File: config.mk
export PLATFORM = sky130hd
export DESIGN_NAME = lemming_world
export DESIGN_NICKNAME = d
export VERILOG_FILES = /design/src/rtl/lemming_world.sv
export SDC_FILE = /design/constraint.sdc
export NUM_CORES = 1
export LEC_CHECK = 0
export BUFFER_PORTS_ARGS = -buffer_cell sky130_fd_sc_hd__buf_2
export CAP_MARGIN = 0
export CORE_MARGIN = 3
export CORE_UTILIZATION = 49
export CTS_CLUSTER_DIAMETER = 40
export CTS_CLUSTER_SIZE = 8
export DETAILED_ROUTE_END_ITERATION = 10
export PLACE_DENSITY = 0.77
export REMOVE_ABC_BUFFERS = 1
export SLEW_MARGIN = 20
export SYNTH_ARGS = -nofsm -noshare
export SYNTH_HDL_FRONTEND = slang
export SYNTH_SLANG_ARGS = --single-unit
File: constraint.sdc
create_clock -name clk -period 2.4 [get_ports clk]
set_input_delay 0.12 -clock clk [delete_from_list [all_inputs] [get_ports clk]]
set_output_delay 0.12 -clock clk [all_outputs]
set_load 0.02 [all_outputs]
File: src/rtl/lemming_world.sv
// Environment partner for a lemming walker FSM.
// Tracks the lemming on a walled 1-D track with pits and returns
// bump/ground feedback. Pits become solid ground once a lemming has fallen in.
//
// state   | meaning
// --------+--------------------------------------------------------------
// SURFACE | lemming stands on a cell; walks, bumps walls or finds a pit
// DROP    | lemming is falling into the pit under pos for FALL_DEPTH cycles
module lemming_world #(
   parameter int                WIDTH      = 8,
   parameter int                POS_W      = 3,
   parameter int                START_POS  = 0,
   parameter logic [WIDTH-1:0]  PIT_INIT   = '0,
   parameter int                FALL_DEPTH = 3
) (
   input  logic              clk,
   input  logic              reset,
   input  logic              walk_left,
   input  logic              walk_right,
   input  logic              aaah,
   input  logic              load,
   input  logic [WIDTH-1:0]  pit_map_in,
   output logic              bump_left,
   output logic              bump_right,
   output logic              ground,
   output logic [POS_W-1:0]  pos,
   output logic [WIDTH-1:0]  pit_map,
   output logic [POS_W:0]    fill_cnt,
   output logic              err
);

   localparam int               CNT_W    = (FALL_DEPTH > 1) ? $clog2(FALL_DEPTH) : 1;
   localparam logic [POS_W-1:0] POS_MAX  = POS_W'(WIDTH - 1);
   localparam logic [POS_W-1:0] POS_INIT = POS_W'(START_POS);
   localparam logic [CNT_W-1:0] CNT_LAST = CNT_W'(FALL_DEPTH - 1);

   typedef enum logic {SURFACE = 1'b0, DROP = 1'b1} state_t;

   state_t             state, state_n;
   logic [CNT_W-1:0]   drop_cnt, drop_cnt_n;
   logic [POS_W-1:0]   pos_n;
   logic [WIDTH-1:0]   pit_map_n;
   logic [POS_W:0]     fill_cnt_n;
   logic               err_n;
   logic               violation;

   // Walker-facing feedback; a pit under a wall cell suppresses the bump.
   always_comb begin
      ground     = 1'b0;
      bump_left  = 1'b0;
      bump_right = 1'b0;
      if (state == SURFACE) begin
         ground     = ~pit_map[pos];
         bump_left  = ground & walk_left  & (pos == '0);
         bump_right = ground & walk_right & (pos == POS_MAX);
      end
   end

   // Next-state: movement, falling, pit filling and protocol checking.
   always_comb begin
      state_n    = state;
      drop_cnt_n = drop_cnt;
      pos_n      = pos;
      pit_map_n  = pit_map;
      fill_cnt_n = fill_cnt;
      violation  = !$onehot({walk_left, walk_right, aaah}) |
                   ((state == DROP) & ~aaah);
      err_n      = err | violation;
      case (state)
         SURFACE: begin
            if (!ground) begin
               state_n    = DROP;
               drop_cnt_n = '0;
            end else if (aaah) begin
               // walker still reports falling for one cycle after landing
               pos_n = pos;
            end else if (walk_left) begin
               if (pos != '0) pos_n = pos - 1'b1;
            end else if (walk_right) begin
               if (pos != POS_MAX) pos_n = pos + 1'b1;
            end
         end
         DROP: begin
            drop_cnt_n = drop_cnt + 1'b1;
            if (drop_cnt == CNT_LAST) begin
               state_n         = SURFACE;
               drop_cnt_n      = '0;
               pit_map_n[pos]  = 1'b0;
               if (fill_cnt != '1) fill_cnt_n = fill_cnt + 1'b1;
            end
         end
         default: state_n = SURFACE;
      endcase
   end

   // State register; load restarts the world but keeps the sticky error.
   always_ff @(posedge clk) begin
      if (reset) begin
         state    <= SURFACE;
         drop_cnt <= '0;
         pos      <= POS_INIT;
         pit_map  <= PIT_INIT;
         fill_cnt <= '0;
         err      <= 1'b0;
      end else if (load) begin
         state    <= SURFACE;
         drop_cnt <= '0;
         pos      <= POS_INIT;
         pit_map  <= pit_map_in;
         fill_cnt <= '0;
         err      <= err_n;
      end else begin
         state    <= state_n;
         drop_cnt <= drop_cnt_n;
         pos      <= pos_n;
         pit_map  <= pit_map_n;
         fill_cnt <= fill_cnt_n;
         err      <= err_n;
      end
   end

endmodule

==> results.yml <==
run_status:
  status: "finished clean"
yosys:
  synth-xor-area-share: 0.01681
  muxShareOfSynthArea: 0.05882
  synth_simple_gate_area_frac: 0.2389
  synth_fa_ha_area_frac: 0.05042
  synth_cell_types: 39
  netlist_instances: 121
  synth_top_family_by_area: "simple AND/OR/NAND/NOR gates"
  yosysSeqAreaShare: 0.3649
  synth-edff-count: 0
  syn-cell-area_sq_um: 1042
  synth_compound_area_frac: 0.2065
  synth_flop_cell: "dfxtp_1"
  avgSynthCellArea_sq_um: 8.614
  ys_seq_elements: 19
  async_flop_share: 0
  yosys_warnings: 0
grt:
  antenna_found_initial: 0
  overflow: 0
  grt_max_degree: 16
  grt_pass1_wl_mm: 4.015
  grt_pass1_vias: 933
  grt.total_usage: 0.1946
power:
  ir_worst_vdd_mv: 0.4153
  power.density_nw_per_um2: 504.2
  leakagePower_nw: 0.5327
  power.total_mw: 0.6265
route:
  wl_met1_mm: 1.032
  ant_nets: 0
  wl_per_cell_um: 13.96
  via_count: 1023
  drcViolationCount: 0
  dr.pass1.iters: 5
  top_layer: "met4"
  drt-vias-per-instance: 5.715
  routed_wl_mm: 2.498
  met3_length_um: 225
  route.met2.wl_mm: 1.229
  drt_iter0_drc: 24
worst_setup_path:
  cp_data_arrival_time_ns: 2.04
  cp-end-kind: "primary output"
  crit_family: "compound AO/OA/AOI/OAI gates"
  crit_slowest_cell: "dfxtp_1"
  start_kind: "flip-flop"
  required_ns: 2.28
  cp_num_buf_inv: 1
  critPathMaxStageDelay_ns: 0.57
  crit_path_max_fanout: 12
  crit_chain: "nor2_1 > a221o_1 > a211oi_4 > and2_1 > buf_2"
  crit_type: "reg -> out"
min_path:
  hold_class: "in -> reg"
layout:
  utilization: 0.6269
  layout_commonest_cell: "buf_2"
  final_cells: 179
  fillers: 174
  antenna_cells: 0
  fin_nets: 170
  drive_above_1_share: 0.2829
  final_cell_mix: "buf_2 (32), dfxtp_1 (19), nand3_1 (11), nand2_1 (11), a21oi_1 (11)"
  final_cell_area_sq_um: 1242
  synthToLayoutAreaGrowth_pct: 19.21
sta:
  hold_viol_final: 0
  rsz0062_at_grt: "no"
  slew_headroom: 0.6694
  max_freq_mhz: 462.6
  final.setup_skew_ns: 0.001526
  fin_crit_ns: 2.162
  slew_viol_final: 0
  worst_pin_slew_ns: 0.4941
  setup_violations: 0
  fin_tns_setup_ns: 0
  timing.final.crit_share: 0.9008
floorplan:
  core_area_sq_um: 1982
  fp.dieH_um: 52.12
  start_util: 0.5259
  rows: 16
  num_io_pins: 33
  die_x_um: 52.12
  die_area_sq_um: 2716
placed_design:
  placed_cell_area_sq_um: 1215
  place_congestion: 0.9027
  placed_cells: 175
  io_buffers: 32
  post-dp-hpwl_mm: 1.853
cts:
  cts_buffers: 3
  cts_hold_buf: 0
  htreeDepth: 1
  worstSkewPairLatency_ns: 0.30
  path_clk_slew_ns: 0.12
  cts_tree: "done"
  cts_root_buffer: "clkbuf_4"
  post_cts_buffers: 0
  clockBufferDepth: 2
  cts_resized: 0
  cts_sinks: 19
flow_run:
  max_cap_violations: 0
[area by class of cell]
type / count / area, sq um / area share
Clock buffer: 3 / 22.52 / 0.01813
Sequential cell: 19 / 380.4 / 0.3061
Multi-Input combinational cell: 86 / 595.6 / 0.4794
Clock inverter: 1 / 5.005 / 0.004028
Inverter: 10 / 37.54 / 0.03021
Timing Repair Buffer: 33 / 167.7 / 0.1349
Tap cell: 27 / 33.78 / 0.02719
[cell families (layout without fill, tap and decap cells)]
group,Yosys count,count (layout)
simple gates,47,47
compound gates,28,28
flops,19,19
xor+xnor,2,2
fa+ha+maj,3,3
mux,6,6
buf+inv,16,47
[tightest hold or removal path, delay by kind of cell]
family | cells | cell delay (ns)
AOI/OAI and AO/OA | 1 | 0.05
buffers and inverters | 1 | 0.07
and+or+nand+nor | 1 | 0.07
[layer usage]
metal  vias to the layer above  track usage
met5                         -            0
met2                        43       0.3389
met3                         2      0.05731
met4                         0      0.03057
met1                       482       0.2384
li1                        496            -
[path summary, 6_finish.rpt]
kind | from | end | slack, ns | depth (start not counted)
max | pos[0] | bump_left | 0.24 | 5
min | pit_map_in[2] | pit_map[2] | 0.04 | 3
max reg2reg | pos[0] | pos[2] | 0.38 | 6
min reg2reg | pit_map[1] | pit_map[1] | 0.50 | 2
[registers in the layout (all words and copies together) (netlist names)]
name	count
drop_cnt	2
err	1
fill_cnt	4
pit_map	8
pos	3
state	1
[synthesized netlist by cell type, types with 2 or more instances]
| cell | n | area [sq um] |
|---|---|---|
| nand2_1 | 11 | 41.29 |
| xor2_1 | 2 | 17.52 |
| fa_1 | 2 | 40.04 |
| a311oi_1 | 3 | 26.28 |
| a32o_1 | 2 | 20.02 |
| a21oi_1 | 11 | 55.05 |
| nor3_1 | 3 | 15.01 |
| nor2_1 | 9 | 33.78 |
| nor3b_1 | 2 | 15.01 |
| clkbuf_1 | 2 | 7.510 |
| nand3_1 | 11 | 55.05 |
| inv_1 | 10 | 37.54 |
| a22oi_1 | 2 | 15.01 |
| dfxtp_1 | 19 | 380.4 |
| buf_2 | 2 | 10.01 |
| and2_1 | 2 | 12.51 |
| mux2i_1 | 5 | 50.05 |
| o21a_1 | 2 | 15.01 |
[report_power, final]
group / internal (mW) / switching [mW] / leakage [nW]
registers: 0.327 / 0.0116 / 0.155
clock network: 0.0622 / 0.108 / 0.0177
logic: 0.0476 / 0.0703 / 0.360
[per-stage QoR]
stage | worst slack (ns) | hold WS [ns]
after floorplan | 0.1913 | 0.1891
after global placement | 0.5094 | 0.3465
after detailed placement | 0.4721 | 0.3605
after CTS | 0.2473 | 0.04471
after global routing | 0.1061 | 0.04472
final | 0.2381 | 0.03870
Note: power is estimated with default switching activity, not from simulation.
